==> config.mk <==
export PLATFORM = sky130hd
export DESIGN_NAME = e1ofn_sync_transmitter
export DESIGN_NICKNAME = d
export VERILOG_FILES = /design/src/rtl/e1ofn_sync_transmitter.sv
export SDC_FILE = /design/constraint.sdc
export NUM_CORES = 1
export LEC_CHECK = 0
export CAP_MARGIN = 25
export CELL_PAD_IN_SITES_DETAIL_PLACEMENT = 1
export CELL_PAD_IN_SITES_GLOBAL_PLACEMENT = 2
export CORE_MARGIN = 2
export CORE_UTILIZATION = 32
export CTS_CLUSTER_DIAMETER = 30
export DETAILED_ROUTE_END_ITERATION = 8
export PLACE_DENSITY = 0.86
export SETUP_SLACK_MARGIN = 0.4
export SLEW_MARGIN = 20
export SYNTH_ARGS = -nofsm -noshare
export SYNTH_HDL_FRONTEND = slang
export SYNTH_SLANG_ARGS = --single-unit
==> constraint.sdc <==
create_clock -name CLK -period 4.05 [get_ports CLK]
set_input_delay 0.81 -clock CLK [delete_from_list [all_inputs] [get_ports CLK]]
set_output_delay 0.81 -clock CLK [all_outputs]
set_load 0.01 [all_outputs]
==> src/rtl/e1ofn_sync_transmitter.sv <==
// Clocked valid/ready stream to 4-phase e1ofN rail bundle sender with a small symbol FIFO.
// Optional protocol monitor (sticky err_proto plus $error) enabled by E1OFN_TX_PROTOCOL_CHECK_EN.
module e1ofn_sync_transmitter #(
  parameter int BASE        = 4,
  parameter int NUM_BITS    = 3,
  parameter int DEPTH       = 2,
  parameter int SYNC_STAGES = 2
) (
  input  logic                CLK,
  input  logic                RESET,
  input  logic                in_valid,
  output logic                in_ready,
  input  logic [NUM_BITS-1:0] in_data,
  output logic [0:BASE-1]     nodes,
  input  logic                enable,
  output logic                busy,
  output logic                err_range,
  output logic                err_proto
);

  localparam int AW = (DEPTH > 1) ? $clog2(DEPTH) : 1;
  localparam int CW = $clog2(DEPTH + 1);
  localparam int SW = (BASE > 1) ? $clog2(BASE) : 1;

  typedef enum logic [1:0] {
    IDLE  = 2'd0,
    DATA  = 2'd1,
    NULLW = 2'd2
  } state_t;

  state_t state, state_next;

  logic [SYNC_STAGES-1:0] sync_q;
  logic                   enable_s;

  logic [SW-1:0]   mem [DEPTH];
  logic [AW-1:0]   wr_ptr, rd_ptr;
  logic [CW-1:0]   count;
  logic            head_vld;
  logic [SW-1:0]   head;
  logic            push, enq, pop, in_range;
  logic [0:BASE-1] nodes_next;

  always_ff @(posedge CLK) begin
    if (RESET) sync_q <= '0;
    else       sync_q <= {sync_q[SYNC_STAGES-2:0], enable};
  end

  assign enable_s = sync_q[SYNC_STAGES-1];

  assign in_range = !in_data[NUM_BITS-1] && (in_data <= NUM_BITS'(BASE - 1));
  assign in_ready = !RESET && (count != CW'(DEPTH));
  assign push     = in_valid && in_ready;
  assign enq      = push && in_range;
  assign head     = mem[rd_ptr];
  assign busy     = !RESET && ((count != '0) || (state != IDLE));

  always_ff @(posedge CLK) begin
    if (enq) mem[wr_ptr] <= in_data[SW-1:0];
  end

  // head_vld lags count by one cycle so a fresh symbol drives two edges after its push
  always_ff @(posedge CLK) begin
    if (RESET) begin
      wr_ptr   <= '0;
      rd_ptr   <= '0;
      count    <= '0;
      head_vld <= 1'b0;
    end else begin
      if (enq) wr_ptr <= wr_ptr + 1'b1;
      if (pop) rd_ptr <= rd_ptr + 1'b1;
      case ({enq, pop})
        2'b10:   count <= count + 1'b1;
        2'b01:   count <= count - 1'b1;
        default: count <= count;
      endcase
      head_vld <= (count != '0);
    end
  end

  always_ff @(posedge CLK) begin
    if (RESET)                err_range <= 1'b0;
    else if (push && !in_range) err_range <= 1'b1;
  end

  always_ff @(posedge CLK) begin
    if (RESET) begin
      state <= IDLE;
      nodes <= '0;
    end else begin
      state <= state_next;
      nodes <= nodes_next;
    end
  end

  always_comb begin
    state_next = state;
    nodes_next = nodes;
    pop        = 1'b0;
    case (state)
      IDLE: begin
        nodes_next = '0;
        if (enable_s && head_vld) begin
          nodes_next[head] = 1'b1;
          state_next       = DATA;
        end
      end
      DATA: begin
        if (!enable_s) begin
          nodes_next = '0;
          pop        = 1'b1;
          state_next = NULLW;
        end
      end
      NULLW: begin
        nodes_next = '0;
        if (enable_s) state_next = IDLE;
      end
      default: begin
        nodes_next = '0;
        state_next = IDLE;
      end
    endcase
  end

`ifdef E1OFN_TX_PROTOCOL_CHECK_EN
  logic enable_s_d;
  logic proto_hit;

  // an acknowledge falling while data waits but no rail is up is a receiver fault
  assign proto_hit = ((state == IDLE) && enable_s_d && !enable_s && (count != '0)) ||
                     ((state == DATA) && !$onehot(nodes));

  always_ff @(posedge CLK) begin
    if (RESET) begin
      enable_s_d <= 1'b0;
      err_proto  <= 1'b0;
    end else begin
      enable_s_d <= enable_s;
      if (proto_hit) begin
        err_proto <= 1'b1;
        if (!err_proto) $error("%m: e1ofN protocol violation");
      end
    end
  end
`else
  assign err_proto = 1'b0;
`endif

endmodule

==> results.md, run 1 <==
* Synthesized area at 757 µm²
* Die Span Y at 52.6 µm
* DIE AREA at 2770 µm²
* Reg2reg end: count[1]$_SDFFE_PP0P_
* Routability cong. at 0.631
* Setup Slack @ Placement at 0.913 ns
* Endpoints failing hold at 0
* Hold EP: sync_q[1]$_SDFF_PP0_
* Cts bufs inserted at 3
* Antenna Nets Post-Route at 0
* Die extent in x at 52.6 µm
* Post-synthesis sequential area ratio at 0.555
* Final min period at 3.11 ns
* Status: finished clean
* Share of the synthesized area in the top cell type at 0.397
* DRC viols at 0
* Area leader, netlist: dfxtp_1
* Hold Path Depth at 1
* RSZ-0062 raised after global routing: false
* CP Max Fanout at 12
* Maximum clock rate at 321 MHz
* Hold buffer count at CTS at 0
* Startpoint Class: primary input
* Hold Crit Class: reg -> reg
* FP Rows at 17
* Yosys reg bits at 19
* Total core area at 2230 µm²
* Port buffer count at 13
* EDFF count, synth at 4
* Initial antenna violation count at 0
* PwrDens at 348 nW/µm²
* Io pins at 15
* CTS tree: done
* CTS sink count at 19
* Final Max Tran Viols at 0
* Yosys warns at 0
* Root Buffer: clkbuf_4
* Half-perimeter wire length after placement at 887 µm
* WL/cell at 10.3 µm
* Global Route Usage Sum at 0.0993
* Final #Nets at 95
* Most used flip-flop cell after synthesis: dfxtp_1
* Util after Layout at 0.413
* Worst Path Required at 3.24 ns
* H-tree depth at 1
* Min-delay src: sync_q[0]$_SDFF_PP0_
* Pwr Total at 0.000321 W
* Reg2Reg Depth at 5
* Layout Skew at 0.0104 ns
* Setup Crit Path Kind: in -> out
* Crit Reg-Reg Startpoint: count[0]$_SDFFE_PP0P_
* Async SR Flop Fraction at 0
* Starting Density at 0.339
* Final worst-path cycle share at 0.769
* Post-CTS setup buffer count at 0
* Share of layout cells above drive strength 1 at 0.0930
* Synth Instances at 73
* Clock Path Buffers at 2
* Drt first-iter violations at 0
* Diodes inserted at 0
* Reg clk slew, reported paths at 0.11 ns
* Cell variety after synth at 28
* Flop-to-flop setup slack at 2.30 ns
* Via density per instance at 4.57
* Layout area overhead at 21.8%
* VDD IR-drop max at 0.171 mV
* Final wirelength at 1.17 mm
* Final setup TNS at 0 ns
* Top post-synthesis cells by area: dfxtp_1 (40%), edfxtp_1 (16%), nor2_1 (5.5%), mux2i_1 (4.0%), xnor2_1 (3.5%)
* CP arrival at 2.30 ns
* Post-CTS sizing at 0
* Largest net degree at the start of global routing at 13
* Syn_nets at 81
* Grt ovf at 0
* Worst-Skew Late Latency at 0.31 ns
* Leak at 0.317 nW
* First-pass GRT wire length at 1.94 mm
* Mean post-synth cell area at 10.4 µm²
* Final Setup Violations at 0
* Vias at 521
* Worst hold slack at 0.459 ns
* Initial DRT Pass Iterations at 1
* Maxcap violations at 0
* Vias in the first global route at 471
* Final worst setup slack at 0.936 ns
* Setup crit end kind: primary output
## critical path, stage by stage
cell	delay, ns
clkdlybuf4s50_1	0.71
inv_1	0.15
and2_1	0.16
clkdlybuf4s50_1	0.48
## registers in the layout, summed over array words and instances, names as in the netlist, named ones only
| name | flops |
|---|---|
| mem | 4 |
| nodes | 4 |
| count | 2 |
| state | 2 |
| sync_q | 2 |
| err_range | 1 |
| head_vld | 1 |
| rd_ptr | 1 |
| wr_ptr | 1 |
## cell type report
type	instances	area (µm²)
Multi-Input combinational cell	47	298
Clock buffer	3	22.5
Inverter	3	11.3
Clock inverter	1	5.00
Fill cell	258	1310
Timing Repair Buffer	13	130
Sequential cell	19	420
Tap cell	28	35.0
## cells by family after synthesis
kind of cell    Yosys count  share of synthesized area
compound gates            8                     0.0810
xor+xnor                  4                     0.0463
fa+ha+maj                 1                     0.0165
buf+inv                   7                     0.0512
flops                    19                      0.555
mux                       3                     0.0397
other cells               1                    0.00495
simple gates             30                      0.205
## where the power goes
part           internal, W  leakage, nW  total (W)  switching (W)
clock            0.0000369       0.0177  0.0000960      0.0000591
combinational    0.0000133        0.142  0.0000241      0.0000108
sequential        0.000198        0.158   0.000201     0.00000296
total             0.000248        0.317   0.000321      0.0000729
## per-layer routing
layer	vias to the layer above	track usage	wire length, µm	part of all wire
li1	263	-	-	-
met2	14	0.156	571	0.49
met1	239	0.110	497	0.42
met5	-	0	0	0
met4	0	0.0897	48	0.041
met3	5	0.0229	57	0.049
## how the worst max path moves through the flow
stage | startpoint | endpoint | cells past startpoint
detailed placement | RESET | in_ready | 4
CTS | RESET | in_ready | 4
finish | RESET | in_ready | 4
global placement | RESET | in_ready | 4
floorplan | RESET | busy | 2
global route | RESET | in_ready | 4
## cells in the final DEF (no fill, tap or decap)
master           count
dfxtp_1             15
clkdlybuf4s50_1     13
nor2_1              11
nand2_1              6
edfxtp_1             4
inv_1                3
nand2b_1             3
mux2i_1              3
nor2b_1              3
xnor2_1              3
clkbuf_4             3
a21oi_1              2
o22ai_2              2
o22ai_1              2
nor3b_2              1
and2_1               1
nand4_1              1
xor2_1               1
or3b_1               1
or2_4                1
o21ai_0              1
or3_1                1
a41oi_1              1
nor3_1               1
ha_1                 1
conb_1               1
clkinv_2             1
## through the flow
step	cell area, µm²	cells
floorplan	757	73
global placement	895	110
detailed placement	895	110
CTS	922	114
global route	922	114
finish	922	114
## synthesized netlist by cell type, drive strengths merged (2+ instances only)
cell type and n:
dfxtp 15, nor2 11, nand2 6, edfxtp 4, o22ai 4, buf 3, inv 3, mux2i 3
nand2b 3, nor2b 3, xnor2 3, a21oi 2
(Power assumes the default switching activity.)
==> run 2, diff against run 1 <==
--- a/config.mk
+++ b/config.mk
@@ -9,10 +9,10 @@
 export CELL_PAD_IN_SITES_DETAIL_PLACEMENT = 1
 export CELL_PAD_IN_SITES_GLOBAL_PLACEMENT = 2
 export CORE_MARGIN = 2
-export CORE_UTILIZATION = 32
+export CORE_UTILIZATION = 27
 export CTS_CLUSTER_DIAMETER = 30
 export DETAILED_ROUTE_END_ITERATION = 8
-export PLACE_DENSITY = 0.86
+export PLACE_DENSITY = 0.78
 export SETUP_SLACK_MARGIN = 0.4
 export SLEW_MARGIN = 20
 export SYNTH_ARGS = -nofsm -noshare
==> constraint.sdc (replaced) <==
create_clock -name CLK -period 2.6 [get_ports CLK]
set_input_delay 0.52 -clock CLK [delete_from_list [all_inputs] [get_ports CLK]]
set_output_delay 0.52 -clock CLK [all_outputs]
set_load 0.01 [all_outputs]
==> run 2 against run 1 <==
Against the previous run: register-to-register slack worse by 1.5 ns; sequential cell count unchanged; total power up 56%; clock power up 55%; die area up 17%; global-route usage down 0.62 points; cell area up 0.95%; via count down 1.5%; sequential power up 56%; setup slack worse by 0.37 ns; sequential share of layout area down 0.43 points.
==> results.md, run 2 (same netlist as run 1, synthesis figures left out) <==
* Routability cong. at 0.677 (was 0.631)
* WL/cell at 11.4 µm (was 10.3 µm)
* Final Setup Violations at 0 (unchanged)
* Clock Path Buffers at 2 (unchanged)
* Setup crit end kind: primary output (unchanged)
* CP arrival at 1.51 ns (was 2.30 ns)
* First-pass GRT wire length at 2.31 mm (was 1.94 mm)
* CTS tree: done (unchanged)
* Most frequent cells in the layout: dfxtp_1 (15), nor2_1 (11), clkdlybuf4s50_1 (11) (was dfxtp_1 (15), clkdlybuf4s50_1 (13), nor2_1 (11))
* Antenna Nets Post-Route at 0 (unchanged)
* Layout area overhead at 23.0% (was 21.8%)
* Worst Path Required at 2.08 ns (was 3.24 ns)
* Via density per instance at 4.35 (was 4.57)
* Final setup TNS at 0 ns (unchanged)
* Diodes inserted at 0 (unchanged)
* PwrDens at 538 nW/µm² (was 348 nW/µm²)
* Final min period at 2.03 ns
* Setup Crit Path Kind: in -> out (unchanged)
* Initial antenna violation count at 0 (unchanged)
* Port buffer count at 13 (unchanged)
* Sequential Area at 420 µm² (unchanged)
* FP Rows at 19 (was 17)
* H-tree depth at 1 (unchanged)
* Placement Cell Area at 906 µm² (was 895 µm²)
* Total core area at 2710 µm² (was 2230 µm²)
* Footprint of the multi-input gates at 298 µm² (unchanged)
* Final wirelength at 1.35 mm (was 1.17 mm)
* DRC viols at 0 (unchanged)
* Global Route Usage Sum at 0.0931 (was 0.0993)
* Post-CTS setup buffer count at 0 (unchanged)
* Final Max Tran Viols at 0 (unchanged)
* Worst hold slack at 0.438 ns (was 0.459 ns)
* FILL cells at 328 (was 258)
* CP Max Fanout at 4 (was 12)
* Root Buffer: clkbuf_4 (unchanged)
* Hold Crit Class: reg -> reg (unchanged)
* Leak at 0.327 nW (was 0.317 nW)
* Die extent in x at 57.0 µm (was 52.6 µm)
* Most common cell after layout, fill and taps aside: dfxtp_1 (unchanged)
* Grt ovf at 0 (unchanged)
* Reg clk slew, reported paths at 0.11 ns (about the same)
* Placed cell count at 114 (was 110)
* Vias at 513 (was 521)
* Layout Skew at 0.00934 ns (was 0.0104 ns)
* Largest net degree at the start of global routing at 12 (was 13)
* Maxcap violations at 0 (unchanged)
* Io pins at 15 (unchanged)
* Cts bufs inserted at 3 (unchanged)
* VDD IR-drop max at 0.359 mV (was 0.171 mV)
* Final std cells w/o fill at 118 (was 114)
* Final Cell Area at 931 µm² (was 922 µm²)
* Starting Density at 0.279 (was 0.339)
* Worst-Skew Late Latency at 0.30 ns (was 0.31 ns)
* Die Span Y at 57.0 µm (was 52.6 µm)
* Vias in the first global route at 511 (was 471)
* Final worst-path cycle share at 0.782
* Endpoints failing hold at 0 (unchanged)
* Maximum clock rate at 492 MHz
* Initial DRT Pass Iterations at 2 (was 1)
* Share of layout cells above drive strength 1 at 0.115 (was 0.0930)
* Final #Nets at 96 (was 95)
* CTS sink count at 19 (unchanged)
* Drt first-iter violations at 16 (was 0)
* Hold buffer count at CTS at 0 (unchanged)
* Status: finished clean (unchanged)
* Half-perimeter wire length after placement at 1.05 mm (was 887 µm)
* Startpoint Class: primary input (unchanged)
* Top Registers: mem: 4 flops, nodes: 4 flops (unchanged)
* RSZ-0062 raised after global routing: false (unchanged)
* DIE AREA at 3240 µm² (was 2770 µm²)
## run 2: per-layer routing
layer  track usage  up-vias  wire [µm]
li1              -      268          -
met1         0.118      232        586
met2         0.153       13        695
met3        0.0408        0         63
met4       0.00997        0          0
met5             0        -          0
## run 2: repair_timing
action / 4_1_cts / 5_1_grt
endpoints found under the hold margin: 0 / 0
resized for setup: 3 / 0
setup endpoints to repair: 2 / 0
## run 2: power by group
group	internal (W)	switching, W	leakage [nW]
combinational	0.0000206	0.0000178	0.151
clock	0.0000572	0.0000923	0.0177
sequential	0.000308	0.00000468	0.158
total	0.000386	0.000115	0.327
## run 2: worst paths after layout
| check | startpoint | to | slack (ns) | depth (start not counted) |
|---|---|---|---|---|
| setup / recovery | RESET | in_ready | 0.57 | 4 |
| hold reg to reg | sync_q[0]$_SDFF_PP0_ | sync_q[1]$_SDFF_PP0_ | 0.44 | 1 |
| hold / removal | sync_q[0]$_SDFF_PP0_ | sync_q[1]$_SDFF_PP0_ | 0.44 | 1 |
| setup reg to reg | count[0]$_SDFFE_PP0P_ | count[1]$_SDFFE_PP0P_ | 0.84 | 5 |
## run 2: layout make-up
class / count / area share
sequential: 19 / 0.452
multi-input combinational: 47 / 0.320
timing repair buffer: 14 / 0.145
tap: 31 / 0.0417
clock buffer: 3 / 0.0242
inverter: 3 / 0.0121
clock inverter: 1 / 0.00538
## run 2: critical path: stages
cell and delay [ns]:
clkdlybuf4s50_1 0.52, inv_2 0.06, and2_1 0.13, dlygate4sd2_1 0.28
## run 2: through the flow
stage | power (W) | setup WS (ns) | utilization
6_report | 0.000501 | 0.568 | 0.343
5_1_grt | 0.000528 | 0.527 | 0.343
4_1_cts | 0.000514 | 0.562 | 0.343
3_5_place_dp | 0.000360 | 0.315 | 0.334
3_3_place_gp | 0.000358 | 0.350 | 0.334
2_1_floorplan | 0.000340 | 0.961 | -
==> run 3, diff against run 2 <==
--- a/config.mk
+++ b/config.mk
@@ -9,10 +9,10 @@
 export CELL_PAD_IN_SITES_DETAIL_PLACEMENT = 1
 export CELL_PAD_IN_SITES_GLOBAL_PLACEMENT = 2
 export CORE_MARGIN = 2
-export CORE_UTILIZATION = 27
+export CORE_UTILIZATION = 30
 export CTS_CLUSTER_DIAMETER = 30
 export DETAILED_ROUTE_END_ITERATION = 8
-export PLACE_DENSITY = 0.78
+export PLACE_DENSITY = 0.81
 export SETUP_SLACK_MARGIN = 0.4
 export SLEW_MARGIN = 20
 export SYNTH_ARGS = -nofsm -noshare
==> constraint.sdc (replaced) <==
create_clock -name CLK -period 1.97 [get_ports CLK]
set_input_delay 0.394 -clock CLK [delete_from_list [all_inputs] [get_ports CLK]]
set_output_delay 0.394 -clock CLK [all_outputs]
set_load 0.01 [all_outputs]
==> run 3 against run 2 <==
Against the previous run: clock power grew 34%; via count is 11% higher; register-to-register slack worse by 0.38 ns; largest cell class unchanged.
==> results.md, run 3 (same netlist as run 1, synthesis figures left out) <==
* Status: finished clean (unchanged)
* Cts bufs inserted at 3 (unchanged)
* Reg2reg end: count[1]$_SDFFE_PP0P_ (unchanged)
* CP Max Fanout at 4 (unchanged)
* Startpoint Class: flop (was primary input)
* Share of layout cells above drive strength 1 at 0.289 (was 0.115)
* Final worst setup slack at 0.457 ns (was 0.568 ns)
* Slowest cell on the critical path: or3_1 (was clkdlybuf4s50_1)
* FP Rows at 18 (was 19)
* CTS sink count at 19 (unchanged)
* Reg clk slew, reported paths at 0.10 ns (was 0.11 ns)
* Initial DRT Pass Iterations at 2 (unchanged)
* Total core area at 2430 µm² (was 2710 µm²)
* Leak at 0.400 nW (was 0.327 nW)
* H-tree depth at 1 (unchanged)
* Hold buffer count at CTS at 0 (unchanged)
* Half-perimeter wire length after placement at 1.13 mm (was 1.05 mm)
* Routability cong. at 0.672 (was 0.677)
* Worst-Skew Late Latency at 0.30 ns (about the same)
* CP arrival at 1.74 ns (was 1.51 ns)
* Final wirelength at 1.48 mm (was 1.35 mm)
* Final min period at 1.51 ns
* CTS tree: done (unchanged)
* Final Setup Violations at 0 (unchanged)
* Starting Density at 0.311 (was 0.279)
* Setup crit end kind: flop (was primary output)
* Final Max Tran Viols at 0 (unchanged)
* WL/cell at 11.7 µm (was 11.4 µm)
* Reg2Reg Depth at 5 (unchanged)
* Io pins at 15 (unchanged)
* Clock Path Buffers at 2 (unchanged)
* First-pass GRT wire length at 2.53 mm (was 2.31 mm)
* Vias at 569 (was 513)
* Hold EP: err_range$_SDFFE_PP0P_ (was sync_q[1]$_SDFF_PP0_)
* Via density per instance at 4.48 (was 4.35)
* Layout area overhead at 33.4% (was 23.0%)
* Hold Path Depth at 2 (was 1)
* Flop-to-flop setup slack at 0.46 ns (was 0.84 ns)
* Grt ovf at 0 (unchanged)
* Final Cell Area at 1010 µm² (was 931 µm²)
* FILL cells at 292 (was 328)
* Min-delay src: RESET (was sync_q[0]$_SDFF_PP0_)
* PwrDens at 666 nW/µm² (was 538 nW/µm²)
* Worst Path Required at 2.20 ns (was 2.08 ns)
* Final #Nets at 106 (was 96)
* Die Span Y at 54.2 µm (was 57.0 µm)
* Global Route Usage Sum at 0.124 (was 0.0931)
* Initial antenna violation count at 0 (unchanged)
* Placement Cell Area at 950 µm² (was 906 µm²)
* Largest net degree at the start of global routing at 11 (was 12)
* Most frequent cells in the layout: dfxtp_1 (11), buf_4 (11), nor2_1 (9) (was dfxtp_1 (15), nor2_1 (11), clkdlybuf4s50_1 (11))
* Diodes inserted at 0 (unchanged)
* Pwr Total at 0.000673 W (was 0.000501 W)
* Top Registers: mem: 4 flops, nodes: 4 flops (unchanged)
* Maximum clock rate at 661 MHz
* Antenna Nets Post-Route at 0 (unchanged)
* Vias in the first global route at 580 (was 511)
* Maxcap violations at 0 (unchanged)
* Setup Slack @ Placement at -0.0414 ns (was 0.315 ns)
* Hold Crit Class: in -> reg (was reg -> reg)
* Endpoints failing hold at 0 (unchanged)
* Slowest stage delay, CP at 0.39 ns (was 0.52 ns)
* Setup Crit Path Kind: reg -> reg (was in -> out)
* VDD IR-drop max at 0.389 mV (was 0.359 mV)
* Cells along the critical path: nand2b_4 > nand4_1 > ha_1 > or3_1 > a21oi_2 (was clkdlybuf4s50_1 > inv_2 > and2_1 > dlygate4sd2_1)
* DIE AREA at 2940 µm² (was 3240 µm²)
* Die extent in x at 54.2 µm (was 57.0 µm)
* Root Buffer: clkbuf_4 (unchanged)
* Drt first-iter violations at 1 (was 16)
* Final worst-path cycle share at 0.768
* RSZ-0062 raised after global routing: true (was false)
* Layout Skew at 0.00689 ns (was 0.00934 ns)
* Crit Reg-Reg Startpoint: count[0]$_SDFFE_PP0P_ (unchanged)
* DRC viols at 0 (unchanged)
* Port buffer count at 13 (unchanged)
## run 3: cell type report
| class | instances | area (µm²) | area share |
|---|---|---|---|
| sequential | 19 | 428 | 0.424 |
| inverter | 3 | 11.3 | 0.0112 |
| multi-input combinational | 47 | 314 | 0.311 |
| clock buffer | 4 | 26.3 | 0.0260 |
| tap | 30 | 37.5 | 0.0372 |
| timing repair buffer | 24 | 193 | 0.191 |
## run 3: worst max-delay path: cells and delay by family (launching register included)
kind                       cells  cell delay, ns
adders and majority gates      1            0.32
DFF                            1            0.36
and+or+nand+nor                3            0.64
AOI/OAI and AO/OA              1            0.12
## run 3: through the flow
| stage | setup TNS, ns | instances | utilization | hold WS, ns |
|---|---|---|---|---|
| floorplan | 0 | 73 | - | 0.414 |
| global placement | -0.0463 | 119 | 0.390 | 0.423 |
| detailed placement | -0.0789 | 119 | 0.390 | 0.436 |
| CTS | 0 | 127 | 0.416 | 0.442 |
| global route | 0 | 127 | 0.415 | 0.435 |
| finish | 0 | 127 | 0.415 | 0.455 |
## run 3: power breakdown
part | total [W] | internal [W] | switching, W | leakage, nW
Clock | 0.000199 | 0.0000788 | 0.000121 | 0.0150
Sequential | 0.000412 | 0.000406 | 0.00000654 | 0.160
Combinational | 0.0000612 | 0.0000341 | 0.0000271 | 0.224
Total | 0.000673 | 0.000518 | 0.000154 | 0.400
## run 3: what timing repair did
action,CTS,global route
buffers inserted,4,0
pin swaps,4,2
gates resized for setup,19,6
setup endpoints to repair,10,7
## run 3: worst max path at each step
stage | startpoint | to | depth (start not counted)
6_report | count[0]$_SDFFE_PP0P_ | count[1]$_SDFFE_PP0P_ | 5
3_5_place_dp | RESET | in_ready | 4
3_3_place_gp | RESET | in_ready | 4
2_1_floorplan | count[0]$_SDFFE_PP0P_ | count[1]$_SDFFE_PP0P_ | 5
5_1_grt | count[0]$_SDFFE_PP0P_ | count[1]$_SDFFE_PP0P_ | 5
4_1_cts | count[0]$_SDFFE_PP0P_ | in_ready | 3
## run 3: metal layers
layer / up-vias / global-route usage / wire length (µm)
met5: - / 0 / 0
met4: 0 / 0.0625 / 12
met3: 2 / 0.0328 / 56
met2: 11 / 0.223 / 795
met1: 267 / 0.132 / 616
li1: 289 / - / -
==> edit: new RTL, flow settings as in run 1 <==
Register the output `err_range` once more, with the module's reset; this adds one clock of latency there. The other outputs are not delayed to match.
--- a/src/rtl/e1ofn_sync_transmitter.sv
+++ b/src/rtl/e1ofn_sync_transmitter.sv
@@ -27,6 +27,8 @@
     DATA  = 2'd1,
     NULLW = 2'd2
   } state_t;
+
+  logic err_range_s0;
 
   state_t state, state_next;
 
@@ -79,8 +81,8 @@
   end
 
   always_ff @(posedge CLK) begin
-    if (RESET)                err_range <= 1'b0;
-    else if (push && !in_range) err_range <= 1'b1;
+    if (RESET)                err_range_s0 <= 1'b0;
+    else if (push && !in_range) err_range_s0 <= 1'b1;
   end
 
   always_ff @(posedge CLK) begin
@@ -147,5 +149,13 @@
   assign err_proto = 1'b0;
 `endif
 
+  always_ff @(posedge CLK) begin
+    if (RESET) begin
+      err_range <= '0;
+    end else begin
+      err_range <= err_range_s0;
+    end
+  end
+
 endmodule
 
Function: changed (a bounded check fails within 4 cycles, from zero or initial values and one cycle with RESET high).
==> edit against run 1 <==
Combinational power up 3%. Non-clock buffer count up 1. Synthesized area down 0.17%. Sequential cell count grew 1. Wire length is 1.9% higher. Cell area is 1.2% higher. Cell count grew 0.88%. Power increased by 2.8%. Setup slack better by 250 ps. Hold slack got worse by 12 ps. Largest power group unchanged.
==> edit: results (changes against run 1) <==
metric	value	unit	change
critPathSlowestCell	clkdlybuf4s50_1		
synthTopCellsByCount	dfxtp_1 (16), nor2_1 (10), nor2b_1 (6)		
drive_gt1_share	5.747	%	-3.6 points
ir_drop	0.1788	mV	+4.6%
crit_fanout	14		+2
synth_xor_area_share	4.636	%	+0.0077 points
cp.arrival	2060	ps	-240 ps
drt_wl_total	1196	µm	+1.9%
syn_avg_cell_area	10.35	µm²	-0.17%
grt_util_all_layers	10.45	%	+0.52 points
post_synth_fa_ha_maj_area_fraction	1.656	%	+0.0027 points
ys_seq_area_share	58.28	%	+2.7 points
nNetsFinal	96		+1.1%
rr_worst_depth	4		-1
ff2ff_setup_slack	2250	ps	-50 ps
drt_iter0_drc	0		unchanged
hpwl	899.1	µm	+1.4%
fin_cells	115		+0.88%
placed_cells	111		+0.91%
synth.mux.area_fraction	3.974	%	+0.0066 points
max_stage_delay	550	ps	-160 ps
swShare	20.80	%	-1.9 points
root_buffer	clkbuf_4		
synth_compound_area_share	6.457	%	-1.6 points
yosysWarnings	0		unchanged
hold_path_end	state[1]$_SDFFE_PP0P_		
worstHoldStart	sync_q[1]$_SDFF_PP0_		
synthTopCellsByArea	dfxtp_1 (42%), edfxtp_1 (16%), nor2_1 (5.0%)		
clock_latency	290	ps	-20 ps
numPortBuffers	13		unchanged
finClkSkew	7.803	ps	-2.591 ps
p_leak	0.3161	nW	-0.44%
worstReg2RegStart	state[0]$_SDFFE_PP0P_		
reg_top3	mem: 4 flops, nodes: 4 flops		
cts_made_buffers	3		unchanged
syn_nets	81		unchanged
vias	512		-1.7%
gp_congestion	0.6439		+2.1%
yosysUniqueCellTypes	26		-7.1%
antenna_cells	0		unchanged
async_flop_share	0	%	unchanged
min_path_type	reg2reg		
grt_max_degree	15		+2
status	finished clean		
fillers	264		+2.3%
grt_pass1_wl	2063	µm	+6.4%
synth-edff-count	4		unchanged
edit: cell count changes after synthesis, sizes merged:
cell    before  now
and2         1    0
nand2        6    5
a41oi        1    0
nand4        1    0
nand3b       0    1
a31o         0    1
inv          3    1
nor2        11   10
buf          3    2
dfxtp       15   16
nand2b       3    4
nor2b        3    6
clkbuf       1    2
edit: layout make-up:
type	instances	share of cell area, %
clock buffer	4	2.815
sequential	20	47.18
timing repair buffer	14	14.75
multi-input combinational	48	31.10
inverter	1	0.4021
tap	28	3.753
edit: power by group through the flow:
stage | sequential, mW | clock, mW | combinational [mW]
global route | 0.212 | 0.104 | 0.0276
detailed placement | 0.216 | 0 | 0.0252
floorplan | 0.215 | 0 | 0.0137
CTS | 0.212 | 0.0982 | 0.0253
finish | 0.211 | 0.0933 | 0.0249
global placement | 0.216 | 0 | 0.0245
edit: how the worst max path moves through the flow:
stage	startpoint	endpoint	slack (ps)
after global routing	RESET	in_ready	1140
after detailed placement	RESET	busy	1190
after CTS	RESET	in_ready	1180
final	RESET	in_ready	1180
after global placement	RESET	busy	1200
after floorplan	RESET	busy	2030
edit: per-layer routing:
layer,track usage (%),wire length [µm]
met5,0,0
met1,12.16,524
met3,2.571,53
met4,6.410,10
met2,17.08,607
edit: through the flow:
| step | setup slack, ps | hold WS (ps) | utilization, % | total power [mW] | instance area [µm²] |
|---|---|---|---|---|---|
| final | 1184 | 447.2 | 42.19 | 0.3296 | 933.4 |
| after global routing | 1145 | 480.6 | 42.19 | 0.3443 | 933.4 |
| after CTS | 1178 | 452.0 | 42.19 | 0.3351 | 933.4 |
| after detailed placement | 1186 | 433.0 | 41.01 | 0.2412 | 907.1 |
| after global placement | 1199 | 418.0 | 41.01 | 0.2403 | 907.1 |
| after floorplan | 2030 | 412.0 | - | 0.2292 | 755.7 |
